**config.mk**
```make
export PLATFORM = sky130hd
export DESIGN_NAME = ysyx_22050019_lsu
export DESIGN_NICKNAME = d
export VERILOG_FILES = /design/src/rtl/ysyx_22050019_lsu.sv
export SDC_FILE = /design/constraint.sdc
export NUM_CORES = 1
export LEC_CHECK = 0
export BUFFER_PORTS_ARGS = -buffer_cell sky130_fd_sc_hd__buf_4
export CAP_MARGIN = 40
export CELL_PAD_IN_SITES_DETAIL_PLACEMENT = 1
export CELL_PAD_IN_SITES_GLOBAL_PLACEMENT = 2
export CORE_AREA = 2 2 315 317
export CTS_CLUSTER_DIAMETER = 200
export DETAILED_ROUTE_END_ITERATION = 8
export DIE_AREA = 0 0 317 319
export HOLD_SLACK_MARGIN = 0.03
export PLACE_DENSITY = 0.59
export SETUP_SLACK_MARGIN = 0.4
export SYNTH_ARGS = -nofsm -noshare
export SYNTH_HDL_FRONTEND = slang
export SYNTH_SLANG_ARGS = --single-unit
```
**constraint.sdc**
```tcl
create_clock -name clk -period 6.7 [get_ports clk]
set_clock_uncertainty 0.1 [all_clocks]
set_input_delay 1.005 -clock clk [delete_from_list [all_inputs] [get_ports clk]]
set_output_delay 1.005 -clock clk [all_outputs]
set_load 0.01 [all_outputs]
```
**src/rtl/ysyx_22050019_lsu.sv**
```systemverilog
// Memory-access stage: turns EX/MEM load/store controls into one outstanding
// request/response on the data port and registers the result for MEM/WB.
module ysyx_22050019_lsu #(
    parameter int unsigned TIMEOUT_CYC = 255
) (
    input  logic        clk,
    input  logic        rst_n,
    input  logic [63:0] pc_i,
    input  logic [31:0] inst_i,
    input  logic        commite_i,
    input  logic [63:0] result_i,
    input  logic [63:0] wdata_exu_reg_i,
    input  logic [63:0] wdate_csr_reg_i,
    input  logic        ram_we_i,
    input  logic [63:0] ram_wdata_i,
    input  logic [3:0]  mem_w_wdth_i,
    input  logic        ram_re_i,
    input  logic [5:0]  mem_r_wdth_i,
    input  logic        reg_we_i,
    input  logic [4:0]  reg_waddr_i,
    output logic        stall_o,
    output logic        req_valid_o,
    input  logic        req_ready_i,
    output logic        req_wen_o,
    output logic [63:0] req_addr_o,
    output logic [63:0] req_wdata_o,
    output logic [7:0]  req_wstrb_o,
    input  logic        rsp_valid_i,
    input  logic [63:0] rsp_rdata_i,
    input  logic        rsp_err_i,
    output logic        wb_valid_o,
    output logic [63:0] wb_data_o,
    output logic [63:0] wb_csr_o,
    output logic        reg_we_o,
    output logic [4:0]  reg_waddr_o,
    output logic [63:0] pc_o,
    output logic [31:0] inst_o,
    output logic        commite_o,
    output logic        misalign_o,
    output logic        acc_fault_o
);
    localparam int unsigned CNT_W = 8;
    localparam logic [CNT_W-1:0] CNT_LAST = CNT_W'(TIMEOUT_CYC - 1);

    typedef enum logic [1:0] {S_IDLE, S_REQ, S_WAIT} state_e;

    state_e           state_q, state_d;
    logic [CNT_W-1:0] cnt_q, cnt_d;

    logic        wb_valid_q, wb_valid_d;
    logic [63:0] wb_data_q, wb_data_d;
    logic [63:0] wb_csr_q, wb_csr_d;
    logic        reg_we_q, reg_we_d;
    logic [4:0]  reg_waddr_q, reg_waddr_d;
    logic [63:0] pc_q, pc_d;
    logic [31:0] inst_q, inst_d;
    logic        commite_q, commite_d;
    logic        misalign_q, misalign_d;
    logic        acc_fault_q, acc_fault_d;

    logic        is_store, is_load, mem_op, misaligned, timeout, stall_c, in_req;
    logic [2:0]  off, size_mask;
    logic [3:0]  size_oh;
    logic [1:0]  size_log2;
    logic [7:0]  byte_mask;
    logic [63:0] ld_sh, load_ext;
    logic        unused_rsvd;

    assign unused_rsvd = mem_r_wdth_i[5];

    // Store has priority over a simultaneous load
    assign is_store = ram_we_i;
    assign is_load  = ram_re_i & ~ram_we_i;
    assign mem_op   = ram_we_i | ram_re_i;
    assign off      = result_i[2:0];
    assign size_oh  = is_store ? mem_w_wdth_i : mem_r_wdth_i[3:0];

    always_comb begin
        size_log2 = 2'd3;
        byte_mask = 8'hFF;
        size_mask = 3'd7;
        if (size_oh[0]) begin
            size_log2 = 2'd0; byte_mask = 8'h01; size_mask = 3'd0;
        end else if (size_oh[1]) begin
            size_log2 = 2'd1; byte_mask = 8'h03; size_mask = 3'd1;
        end else if (size_oh[2]) begin
            size_log2 = 2'd2; byte_mask = 8'h0F; size_mask = 3'd3;
        end
    end

    assign misaligned = mem_op & ((off & size_mask) != 3'd0);
    assign timeout    = (state_q == S_WAIT) & (cnt_q == CNT_LAST) & ~rsp_valid_i;

    // Load result: bring the addressed lane down, then sign/zero extend
    assign ld_sh = rsp_rdata_i >> {off, 3'b000};
    always_comb begin
        load_ext = ld_sh;
        case (size_log2)
            2'd0: load_ext = mem_r_wdth_i[4] ? {56'd0, ld_sh[7:0]}  : {{56{ld_sh[7]}},  ld_sh[7:0]};
            2'd1: load_ext = mem_r_wdth_i[4] ? {48'd0, ld_sh[15:0]} : {{48{ld_sh[15]}}, ld_sh[15:0]};
            2'd2: load_ext = mem_r_wdth_i[4] ? {32'd0, ld_sh[31:0]} : {{32{ld_sh[31]}}, ld_sh[31:0]};
            default: load_ext = ld_sh;
        endcase
    end

    // Request fields are driven straight from the (stalled, stable) inputs
    assign in_req      = (state_q == S_REQ);
    assign req_valid_o = in_req;
    assign req_wen_o   = in_req & is_store;
    assign req_addr_o  = in_req ? {result_i[63:3], 3'b000} : 64'd0;
    assign req_wdata_o = (in_req & is_store) ? (ram_wdata_i << {off, 3'b000}) : 64'd0;
    assign req_wstrb_o = (in_req & is_store) ? (byte_mask << off) : 8'd0;
    assign stall_o     = rst_n & stall_c;

    always_comb begin
        state_d     = state_q;
        cnt_d       = cnt_q;
        stall_c     = 1'b0;
        wb_valid_d  = 1'b0;
        wb_data_d   = 64'd0;
        wb_csr_d    = 64'd0;
        reg_we_d    = 1'b0;
        reg_waddr_d = 5'd0;
        pc_d        = 64'd0;
        inst_d      = 32'd0;
        commite_d   = 1'b0;
        misalign_d  = 1'b0;
        acc_fault_d = 1'b0;
        case (state_q)
            S_IDLE: begin
                if (mem_op && !misaligned) begin
                    stall_c = 1'b1;
                    state_d = S_REQ;
                end else begin
                    wb_valid_d = 1'b1;
                    wb_data_d  = wdata_exu_reg_i;
                    reg_we_d   = reg_we_i & ~misaligned;
                    misalign_d = misaligned;
                end
            end
            S_REQ: begin
                stall_c = 1'b1;
                if (req_ready_i) begin
                    state_d = S_WAIT;
                    cnt_d   = '0;
                end
            end
            S_WAIT: begin
                cnt_d   = cnt_q + CNT_W'(1);
                stall_c = ~rsp_valid_i & ~timeout;
                if (rsp_valid_i) begin
                    state_d     = S_IDLE;
                    wb_valid_d  = 1'b1;
                    acc_fault_d = rsp_err_i;
                    reg_we_d    = reg_we_i & ~rsp_err_i;
                    wb_data_d   = is_load ? load_ext : wdata_exu_reg_i;
                end else if (timeout) begin
                    state_d     = S_IDLE;
                    wb_valid_d  = 1'b1;
                    acc_fault_d = 1'b1;
                    wb_data_d   = wdata_exu_reg_i;
                end
            end
            default: state_d = S_IDLE;
        endcase
        if (wb_valid_d) begin
            wb_csr_d    = wdate_csr_reg_i;
            reg_waddr_d = reg_waddr_i;
            pc_d        = pc_i;
            inst_d      = inst_i;
            commite_d   = commite_i;
        end
    end

    always_ff @(posedge clk or negedge rst_n) begin
        if (!rst_n) begin
            state_q     <= S_IDLE;
            cnt_q       <= '0;
            wb_valid_q  <= 1'b0;
            wb_data_q   <= 64'd0;
            wb_csr_q    <= 64'd0;
            reg_we_q    <= 1'b0;
            reg_waddr_q <= 5'd0;
            pc_q        <= 64'd0;
            inst_q      <= 32'd0;
            commite_q   <= 1'b0;
            misalign_q  <= 1'b0;
            acc_fault_q <= 1'b0;
        end else begin
            state_q     <= state_d;
            cnt_q       <= cnt_d;
            wb_valid_q  <= wb_valid_d;
            wb_data_q   <= wb_data_d;
            wb_csr_q    <= wb_csr_d;
            reg_we_q    <= reg_we_d;
            reg_waddr_q <= reg_waddr_d;
            pc_q        <= pc_d;
            inst_q      <= inst_d;
            commite_q   <= commite_d;
            misalign_q  <= misalign_d;
            acc_fault_q <= acc_fault_d;
        end
    end

    assign wb_valid_o  = wb_valid_q;
    assign wb_data_o   = wb_data_q;
    assign wb_csr_o    = wb_csr_q;
    assign reg_we_o    = reg_we_q;
    assign reg_waddr_o = reg_waddr_q;
    assign pc_o        = pc_q;
    assign inst_o      = inst_q;
    assign commite_o   = commite_q;
    assign misalign_o  = misalign_q;
    assign acc_fault_o = acc_fault_q;

endmodule

```
; Word-level counts from Yosys, hierarchy flattened
; Cells that the tools add are included.
[word_totals]
out_inout_bits = 373
elab_cells = 95
in_bits = 440
ff_bits = 244
[op_classes]
shifts = 3
eq_ne = 8
n_bitwise = 16
reduce_logical = 8
n_mux = 47
addsub = 1
[ops]
columns = op, count
row1 = two-way mux 64 bit, 11
row2 = one-hot mux 64 bit (3 select lines), 1
row3 = one-hot mux 64 bit (2 select lines), 1
row4 = left shift 64 x 6 -> 64 bit, 1
row5 = right shift 64 x 6 -> 64 bit, 1
row6 = two-way mux 8 bit, 5
row7 = two-way mux 32 bit, 1
row8 = one-hot mux 8 bit (2 select lines), 1
row9 = two-way mux 1 bit, 12
row10 = two-way mux 2 bit, 6
row11 = two-way mux 3 bit, 4
row12 = AND 1 bit, 9
row13 = "adder 8 x 1 -> 8 bit, second input constant", 1
row14 = "equality test 8 bit, second input constant", 1
row15 = left shift 8 x 3 -> 8 bit, 1
row16 = one-hot mux 2 bit (3 select lines), 1
row17 = two-way mux 5 bit, 1
row18 = NOT 1 bit, 5
row19 = "equality test 2 x 1 -> 1 bit, second input constant", 2
row20 = "equality test 2 bit, second input constant", 2
row21 = zero test 2 bit, 2
row22 = "!= test 2 bit, second input constant", 2
row23 = one-hot mux 1 bit (2 select lines), 2
row24 = AND 3 bit, 1
row25 = 9 further kinds, 9

; Longest topological paths before layout
; Gate-level depths: netlist (run 1).
[depth]
word_depth = 12
mapped_depth = 10
mapped_depth_nobuf = 8

; Worst setup path after synthesis (run 1)
; Ideal clock, no wire load.
[synth_path]
path_type = input to output
from = input port result_i[1]
to = output port req_wdata_o[0]
arrival_time_ps = 2735
required_ps = 5595
path_slack_ps = 2860
path_buffers = 5
path_stages = 7
cell_sequence = buf_4 > buf_2 > clkbuf_1 > buf_2 > buf_2 > nor3_1 > and2_1
[synth_between]
elab_chain_cells = 2
[synth_lines]
columns = element, line_no
row1 = start: declaration, 11  ; input logic [63:0] result_i,
row2 = left shift 64 x 6 -> 64 bit, 111  ; assign req_wdata_o = (in_req & is_store) ? (ram_wdata_i << {off, 3'b000}) : 64'd0;
row3 = two-way mux 64 bit, 111
row4 = end: declaration, 26  ; output logic [63:0] req_wdata_o,
; No other way between the ends.

; Final worst setup path (run 1)
[layout_path]
from = register state_q[1]
to = output port req_wdata_o[2]
[layout_between]
elab_chain_cells = 3
[layout_lines]
columns = element, line_no
row1 = start: declaration, 47  ; state_e state_q, state_d;
row2 = start signal: assignment, 190  ; state_q <= state_d;
row3 = equality test 2 x 1 -> 1 bit, 107  ; assign in_req = (state_q == S_REQ);
row4 = AND 1 bit, 111
row5 = two-way mux 64 bit, 111
; No other way between the ends.

==> results of run 1 <==
-- metal layers --
metal / vias up / part of all wire (%)
li1: 6103 / -
met1: 6664 / 39
met2: 572 / 50
met3: 95 / 9.0
met4: 24 / 1.7
met5: - / 0.19
-- power breakdown --
part / internal (mW) / switching, mW / total [mW] / leakage [nW]
Sequential: 1.80 / 0.141 / 1.94 / 3.24
Clock: 1.06 / 0.734 / 1.80 / 0.537
Combinational: 1.11 / 1.22 / 2.33 / 6.96
-- cells in the final DEF, fill, tap and decap left out, types with 8 or more instances in the layout --
master / count
buf_4: 828
dfrtp_1: 244
and2_1: 237
nand2_1: 103
mux2i_1: 101
nor2_1: 98
o21ai_0: 82
a21oi_1: 80
clkbuf_16: 34
mux4_2: 27
a22o_1: 27
mux2_2: 24
nor2b_1: 22
o21a_1: 20
a21o_1: 18
a211oi_1: 17
diode_2: 15
o2bb2ai_1: 12
nand3_1: 10
and3_1: 10
o221ai_1: 9
nand4_1: 8
-- state kept, by name, indices dropped and copies added (netlist names) --
| name | flops |
|---|---|
| wb_csr_o | 64 |
| misalign_o | 1 |
| inst_o | 32 |
| commite_o | 1 |
| acc_fault_o | 1 |
| cnt_q | 8 |
| wb_valid_o | 1 |
| state_q | 2 |
| reg_waddr_o | 5 |
| reg_we_o | 1 |
| pc_o | 64 |
| wb_data_o | 64 |
-- cell families (layout without fill, tap and decap cells) --
| logic type | count (synthesis) | after routing | synth area share [%] |
|---|---|---|---|
| buffers and inverters | 113 | 900 | 4.09 |
| flip-flops | 244 | 244 | 46.3 |
| other | 1 | 18 | 0.0285 |
| multiplexers | 152 | 152 | 14.3 |
| XOR/XNOR | 3 | 3 | 0.199 |
| AND/OR/NAND/NOR | 514 | 514 | 20.6 |
| AO/OA/AOI/OAI | 289 | 289 | 14.3 |
| adder cells (fa/ha/maj) | 2 | 2 | 0.190 |
-- worst max-delay path: cells and delay by family (launching register included) --
kind | cells | cell delay [ns]
and+or+nand+nor | 5 | 1.62
buffers and inverters | 5 | 1.59
DFF | 1 | 0.59
-- stage by stage --
stage	setup slack (ns)	utilization [%]	hold WS, ns	instances	power [mW]
after floorplan	2.86	-	0.380	1320	2.94
after global placement	1.70	21.1	0.413	3332	4.29
after detailed placement	1.63	21.2	0.414	3335	4.35
after CTS	1.02	22.3	0.307	3394	6.21
after global routing	0.785	22.3	0.336	3401	6.44
final	1.16	22.3	0.311	3409	6.07
-- path summary, 6_finish.rpt --
check / end / slack (ns) / cells past startpoint
max in group asynchronous: inst_o[8] / 4.86 / 2
min in group clk: cnt_q[6] / 0.42 / 1
min: pc_o[47] / 0.31 / 1
max reg2reg: wb_data_o[44] / 3.69 / 8
max: req_wdata_o[2] / 1.16 / 10
min reg2reg: cnt_q[6] / 0.42 / 1
-- layout make-up --
cell class,instances,area (µm²)
antenna,15,37.5
clock buffer,48,973
clock inverter,11,140
fill,11400,75900
inverter,6,22.5
multi-input combinational,963,6580
sequential,244,6110
tap,1287,1610
timing repair buffer,835,6360
==> summary.txt, run 1 <==
Routing
  • Via/cell ratio: 3.95
  • Wire per inst: 23.6 µm
  • DR pass1 iterations: 4
  • DRC: 0
  • Iter 0 DRT Violations: 551
  • Final antenna-violating net count: 0
  • Via Count: 13500
  • Drt total wl: 80.6 mm

Worst setup path
  • CP Launch Type: flop
  • Worst EP arrival: 4.43 ns
  • Worst path slowest cell: nor3_1
  • Worst setup EP type: primary output
  • CP Class: flop to primary output
  • Crit path top cell by count: buf_4
  • Worst path cell trace: nor2b_4 -> buf_4 -> nand2_1 -> buf_4 -> inv_1 -> nand2_1 -> nor3_1 -> buf_4 -> and2_1 -> buf_4
  • Critical R2R Launch: state_q[1]
  • CP Launch Point: state_q[1]
  • CP peak stage delay: 0.74 ns
  • CP Data Required Time: 5.59 ns
  • Worst Path Max Fanout: 67

Yosys
  • Yosys warnings: 0
  • Distinct cells, synth: 55
  • Synth Area per Inst: 10.0 µm²
  • Largest cells by area after synthesis: dfrtp_1, and2_1, mux2i_1
  • Yosys reg bits: 244
  • Synth area leader: dfrtp_1
  • Synth Cell Area: 13200 µm²
  • Post-synth EDFFs: 0
  • Post-Synthesis Cells: 1318
  • Count leader, synth: dfrtp_1
  • Asr flop ratio synth: 100%
  • Yosys top cell area share: 46.3%
  • Commonest cells in the netlist: dfrtp_1, and2_1, nand2_1
  • Register area share after synthesis: 46.3%
  • Top_reg_cell synth: dfrtp_1

STA
  • TNS Setup: 0 ns
  • Tmin final: 5.54 ns
  • Slew @ Worst Pin: 0.841 ns
  • Final setup fails: 0
  • Slew headroom: 43.9%
  • Final slew viol count: 0
  • Hold Vio Cnt, Final: 0
  • Unrepaired setup endpoints after global routing: no
  • Period Utilization, post-route: 82.6%
  • Fmax: 0.181 GHz

Clock network
  • Clock Sink Count: 244
  • Clock Path Buffers: 3
  • Clock root buffer: clkbuf_16
  • CTS tree: built
  • CTS Hold Bufs: 0
  • Setup Buffers After CTS: 0
  • Htree depth: 2
  • Clock latency on the worst-skew pair: 0.54 ns
  • Clock transition at path regs: 0.05 ns
  • Number of gates resized after CTS: 0
  • Cts bufs inserted: 34

Global routing
  • Met2 GRT Util: 26.6%
  • GR Overflow Total: 0
  • Number of global-route vias before repair: 14600
  • GR Util met3: 5.41%
  • GRT Total Usage: 15.2%
  • Largest net degree at the start of global routing: 168
  • Initial antenna violation count: 28
  • M1 GR Usage: 17.3%
  • Most Used Layer, Global Route: met2
  • First-pass GRT wire length: 110 mm

Floorplanning
  • Core Footprint: 97700 µm²
  • Ports: 813
  • Die Ht: 319 µm
  • Starting Density: 13.5%
  • Die footprint: 101000 µm²
  • Row count: 115
  • Die Width: 317 µm

Flow run
  • Count of maximum capacitance violations: 0

Placement
  • GPL Wtd Cong: 0.823
  • Placed instance area: 20700 µm²
  • DP HPWL: 65.6 mm
  • IO Port Bufs: 806

Cells and area
  • Final instance area: 21800 µm²
  • Area grow syn2layout: 65.7%
  • Layout cell share with drive strength beyond 1: 45.1%
  • Layout Nets: 2526

Min path
  • HP Class: input pin to asynchronous set/reset pin

Power and ir drop
  • VDD IR max: 0.171 mV
  • Leak Pwr: 10.7 nW
  • PD cells: 278 nW/µm²

Outcome
  • Outcome: complete, no violations
No activity file was read; power rests on OpenSTA's default activity.
==> run 2, diff against run 1 <==
--- a/config.mk
+++ b/config.mk
@@ -5,16 +5,17 @@
 export SDC_FILE = /design/constraint.sdc
 export NUM_CORES = 1
 export LEC_CHECK = 0
+export ABC_AREA = 1
 export BUFFER_PORTS_ARGS = -buffer_cell sky130_fd_sc_hd__buf_4
 export CAP_MARGIN = 40
 export CELL_PAD_IN_SITES_DETAIL_PLACEMENT = 1
 export CELL_PAD_IN_SITES_GLOBAL_PLACEMENT = 2
-export CORE_AREA = 2 2 315 317
+export CORE_AREA = 2 2 321 323
 export CTS_CLUSTER_DIAMETER = 200
 export DETAILED_ROUTE_END_ITERATION = 8
-export DIE_AREA = 0 0 317 319
+export DIE_AREA = 0 0 323 325
 export HOLD_SLACK_MARGIN = 0.03
-export PLACE_DENSITY = 0.59
+export PLACE_DENSITY = 0.63
 export SETUP_SLACK_MARGIN = 0.4
 export SYNTH_ARGS = -nofsm -noshare
 export SYNTH_HDL_FRONTEND = slang
==> constraint.sdc (replaced) <==
create_clock -name clk -period 5.4 [get_ports clk]
set_clock_uncertainty 0.1 [all_clocks]
set_input_delay 0.81 -clock clk [delete_from_list [all_inputs] [get_ports clk]]
set_output_delay 0.81 -clock clk [all_outputs]
set_load 0.01 [all_outputs]
==> summary.txt, run 2 <==
Floorplanning
  • Core Footprint: 101000 µm²
  • Row count: 117
  • Die Width: 323 µm
  • Ports: 813
  • Die Ht: 325 µm
  • Die footprint: 105000 µm²
  • Starting Density: 14.3%

STA
  • Unrepaired setup endpoints after global routing: no
  • Final setup fails: 0
  • TNS Setup: 0 ns
  • Worst hold margin: 0.0414 ns
  • Hold Vio Cnt, Final: 0
  • Final slew viol count: 0
  • Slew @ Worst Pin: 0.889 ns
  • PnR worst setup slack: 1.37 ns
  • Period Utilization, post-route: 74.7%
  • Tmin final: 4.03 ns
  • Fmax: 0.248 GHz
  • Slew headroom: 40.7%

Power and ir drop
  • Leak Pwr: 12.3 nW
  • VDD IR max: 0.325 mV
  • Total power: 8.26 mW
  • Net Sw Power: 3.29 mW
  • Internal Power: 4.97 mW
  • PD cells: 365 nW/µm²
  • Sw frac: 39.8%
  • Clock power frac: 22.2%
  • Combinational Power Share: 46.6%
  • Flop pwr share: 31.2%

Yosys
  • Yosys warnings: 0
  • Synth Cell Area: 14500 µm²
  • Synth area leader: dfrtp_1
  • Distinct cells, synth: 45
  • Largest cells by area after synthesis: dfrtp_1, nand2_1, nor2_4
  • Yosys reg bits: 244
  • Register area share after synthesis: 42.2%
  • Commonest cells in the netlist: nand2_1, nor2_1, inv_1
  • Asr flop ratio synth: 100%
  • Post-synth EDFFs: 0
  • Synth Area per Inst: 7.42 µm²
  • Top_reg_cell synth: dfrtp_1
  • Post-Synthesis Cells: 1949
  • Yosys top cell area share: 42.2%
  • Count leader, synth: nand2_1

Global routing
  • First-pass GRT wire length: 117 mm
  • GRT Total Usage: 15.2%
  • Largest net degree at the start of global routing: 139
  • Number of global-route vias before repair: 16300
  • Initial antenna violation count: 9
  • GR Overflow Total: 0

Worst setup path
  • Worst Reg2Reg Path Length in Cells: 10
  • Worst path cell trace: inv_1 -> nor2_2 -> nand2_1 -> nor2_4 -> clkinv_1 -> buf_4 -> a221o_1 -> o21ai_0 -> buf_4
  • CP Data Required Time: 4.49 ns
  • CP Launch Type: flop
  • Worst EP arrival: 3.12 ns
  • Reg2reg end: commite_o
  • Worst Path Max Fanout: 53
  • Worst path slowest cell: dfrtp_1
  • Reg2reg setup slack: 2.34 ns
  • CP peak stage delay: 0.43 ns
  • Crit path top cell by count: buf_4
  • Worst setup EP type: primary output
  • Critical R2R Launch: state_q[1]
  • CP Class: flop to primary output

Routing
  • Via/cell ratio: 3.75
  • DRC: 0
  • Final antenna-violating net count: 0
  • Drt total wl: 82.8 mm
  • Wire per inst: 20.3 µm
  • Iter 0 DRT Violations: 656
  • DR pass1 iterations: 5
  • Via Count: 15300

Min path
  • HP Class: input pin to asynchronous set/reset pin

Cells and area
  • Final Util: 22.3%
  • Layout cell share with drive strength beyond 1: 37.1%
  • Commonest cells after routing, fill and taps aside: buf_4, nand2_1, nor2_1
  • Layout Cells excl Fill: 4085
  • Final instance area: 22600 µm²
  • Layout Nets: 3137
  • Most common cell after layout, fill and taps aside: buf_4
  • Area grow syn2layout: 56.5%

Clock network
  • Setup Buffers After CTS: 0
  • Clock root buffer: clkbuf_16
  • Htree depth: 1
  • Clock latency on the worst-skew pair: 0.57 ns
  • Clock transition at path regs: 0.06 ns
  • CTS tree: built
  • Clock Path Buffers: 3
  • Cts bufs inserted: 28
  • Clock Sink Count: 244
  • Number of gates resized after CTS: 0
  • CTS Hold Bufs: 0

Placement
  • GPL Wtd Cong: 0.815
  • Placed cell count: 4033
  • Placed instance area: 21800 µm²
  • Worst slack at placement: 1.39 ns
  • DP HPWL: 67.7 mm
  • IO Port Bufs: 806

Flow run
  • Count of maximum capacitance violations: 0

Outcome
  • Outcome: complete, no violations
run 2: worst max-delay path: cells and delay by family (launching register included):
| kind | cells | cell delay [ns] |
|---|---|---|
| buf+inv | 4 | 0.70 |
| simple gates | 3 | 0.91 |
| compound gates | 2 | 0.48 |
| flops | 1 | 0.43 |
run 2: cell families (layout without fill, tap and decap cells):
family                     Yosys count  count (layout)  synth area share, %
adders and majority gates            2               2                0.173
and+or+nand+nor                   1008            1008                 32.5
other                                1               5               0.0259
muxes                               16              16                 1.11
DFF                                244             244                 42.2
xor gates and xnor gates             2               2                0.121
buffers and inverters              403            1167                 12.7
AOI/OAI and AO/OA                  273             273                 11.1
run 2: worst max-delay path by stage:
stage,from,to,cells past startpoint
CTS,state_q[0],req_wdata_o[59],9
detailed placement,ram_we_i,pc_o[18],14
global route,state_q[0],req_wdata_o[59],9
global placement,ram_we_i,pc_o[24],14
finish,state_q[0],req_wdata_o[59],9
floorplan,result_i[0],req_wdata_o[48],9
run 2: power by group through the flow:
stage | Clock, mW | Combinational (mW) | Sequential (mW)
6_report | 1.83 | 3.85 | 2.58
3_3_place_gp | 0 | 3.96 | 2.60
4_1_cts | 1.94 | 3.98 | 2.59
5_1_grt | 1.99 | 4.21 | 2.64
2_1_floorplan | 0 | 1.75 | 2.87
3_5_place_dp | 0 | 3.97 | 2.62
run 2: metal layers:
metal,vias up,track usage [%],wire length (µm)
li1,7428,-,-
met1,7271,16.8,31200
met2,542,29.4,44500
met3,64,3.76,6050
met4,6,2.33,1060
met5,-,0,36
run 2: area by class of cell:
class | instances | area, µm²
fillers | 12300 | 78700
multi-input cells | 1304 | 6540
repair buffers | 835 | 6320
flip-flops and latches | 244 | 6110
well taps | 1368 | 1710
inverters | 282 | 1070
clock buffers | 43 | 807
clock inverters | 7 | 55.1
diodes | 2 | 5.00
==> run 3, diff against run 2 <==
==> constraint.sdc (replaced) <==
create_clock -name clk -period 4.05 [get_ports clk]
set_clock_uncertainty 0.1 [all_clocks]
set_input_delay 0.6075 -clock clk [delete_from_list [all_inputs] [get_ports clk]]
set_output_delay 0.6075 -clock clk [all_outputs]
set_load 0.01 [all_outputs]
==> summary.txt, run 3 (synthesis results as in run 2) <==
Worst setup path
  • Critical R2R Launch: cnt_q[2]
  • CP Launch Type: flop
  • Worst Path Max Fanout: 16
  • Worst EP arrival: 2.87 ns
  • Reg2reg setup slack: 1.64 ns
  • Worst Reg2Reg Path Length in Cells: 8
  • CP Launch Point: state_q[0]
  • Worst setup EP type: primary output
  • CP Class: flop to primary output
  • CP Data Required Time: 3.34 ns

Floorplanning
  • Die footprint: 105000 µm²
  • Die Width: 323 µm
  • Ports: 813
  • Starting Density: 14.3%
  • Row count: 117
  • Die Ht: 325 µm
  • Core Footprint: 101000 µm²

Clock network
  • Clock transition at path regs: 0.06 ns
  • Cts bufs inserted: 28
  • Clock latency on the worst-skew pair: 0.57 ns
  • Clock Sink Count: 244
  • Htree depth: 1
  • Clock root buffer: clkbuf_16
  • Clock Path Buffers: 3
  • CTS tree: built

Global routing
  • GRT Total Usage: 15.3%
  • First-pass GRT wire length: 117 mm
  • Largest net degree at the start of global routing: 109
  • GR Overflow Total: 0
  • Initial antenna violation count: 17
  • Number of global-route vias before repair: 16300

Cells and area
  • Final instance area: 23100 µm²
  • Layout Nets: 3166
  • Commonest cells after routing, fill and taps aside: buf_4, nand2_1, nor2_1
  • Most common cell after layout, fill and taps aside: buf_4
  • Layout cell share with drive strength beyond 1: 38.1%
  • Area grow syn2layout: 60.0%
  • Layout Cells excl Fill: 4120

Placement
  • Placed cell count: 4060
  • DP HPWL: 69.6 mm
  • Placed instance area: 22000 µm²
  • Worst slack at placement: 0.641 ns
  • IO Port Bufs: 806
  • GPL Wtd Cong: 0.790

STA
  • Final slew viol count: 0
  • Slew @ Worst Pin: 0.724 ns
  • Fmax: 0.280 GHz
  • Slew headroom: 51.6%
  • Hold Vio Cnt, Final: 0
  • Tmin final: 3.57 ns
  • Final setup fails: 0
  • PnR worst setup slack: 0.476 ns
  • Period Utilization, post-route: 88.2%
  • TNS Setup: 0 ns
  • Unrepaired setup endpoints after global routing: yes

Power and ir drop
  • VDD IR max: 0.282 mV
  • Leak Pwr: 12.5 nW
  • PD cells: 502 nW/µm²
  • Total power: 11.6 mW

Flow run
  • Count of maximum capacitance violations: 0

Routing
  • DR pass1 iterations: 4
  • DRC: 0
  • Final antenna-violating net count: 0
  • Via Count: 15400
  • Wire per inst: 20.4 µm
  • Iter 0 DRT Violations: 562
  • Drt total wl: 83.8 mm
  • Via/cell ratio: 3.75

Min path
  • Source of the worst hold timing path: wdata_exu_reg_i[1]
  • HP Class: input pin to flop
  • Worst hold path depth: 3

Outcome
  • Outcome: complete, no violations
-- run 3: timing repair --
item	4_1_cts	5_1_grt
hold buffers	1	0
endpoints found under the setup margin	53	9
resized for setup	3	0
gates cloned	0	0
hold endpoints to repair	39	0
pin swaps	1	0
setup buffers	1	0
-- run 3: worst max-delay path, cell delays in order (launching register included) --
cell and delay (ns):
dfrtp_1 0.42, inv_1 0.07, nor2_2 0.25, nand2_1 0.23, buf_4 0.20, nor2_1 0.12
inv_1 0.31, buf_4 0.30, o22ai_1 0.22, buf_4 0.17
-- run 3: area by class of cell --
type / instances / area [µm²]
sequential: 244 / 6110
multi-input combinational: 1304 / 6540
fill: 12400 / 78200
clock buffer: 36 / 771
clock inverter: 16 / 285
tap: 1368 / 1710
timing repair buffer: 864 / 6620
inverter: 282 / 1080
antenna: 6 / 15.0
-- run 3: power by group --
| part | total, mW | internal (mW) | switching (mW) | leakage, nW |
|---|---|---|---|---|
| registers | 3.43 | 3.17 | 0.259 | 3.22 |
| clock network | 2.91 | 1.80 | 1.11 | 0.511 |
| logic | 5.27 | 2.18 | 3.10 | 8.80 |
-- run 3: routing by layer --
layer,GRT usage (%),share of wire [%]
met4,3.98,2.3
met2,28.7,52
met5,0,0.076
met3,4.41,8.0
met1,16.6,37
-- run 3: final timing paths --
path | end
max | req_wdata_o[43]
min | wb_data_o[1]
max reg2reg | wb_data_o[3]
min reg2reg | cnt_q[7]
max in group asynchronous | pc_o[4]
min in group asynchronous | wb_csr_o[30]
-- run 3: metrics by stage --
stage                     utilization [%]  hold slack, ns
after floorplan                         -           0.212
after global placement               21.7           0.366
after detailed placement             21.7           0.390
after CTS                            22.8          0.0843
after global routing                 22.8           0.108
final                                22.8           0.135
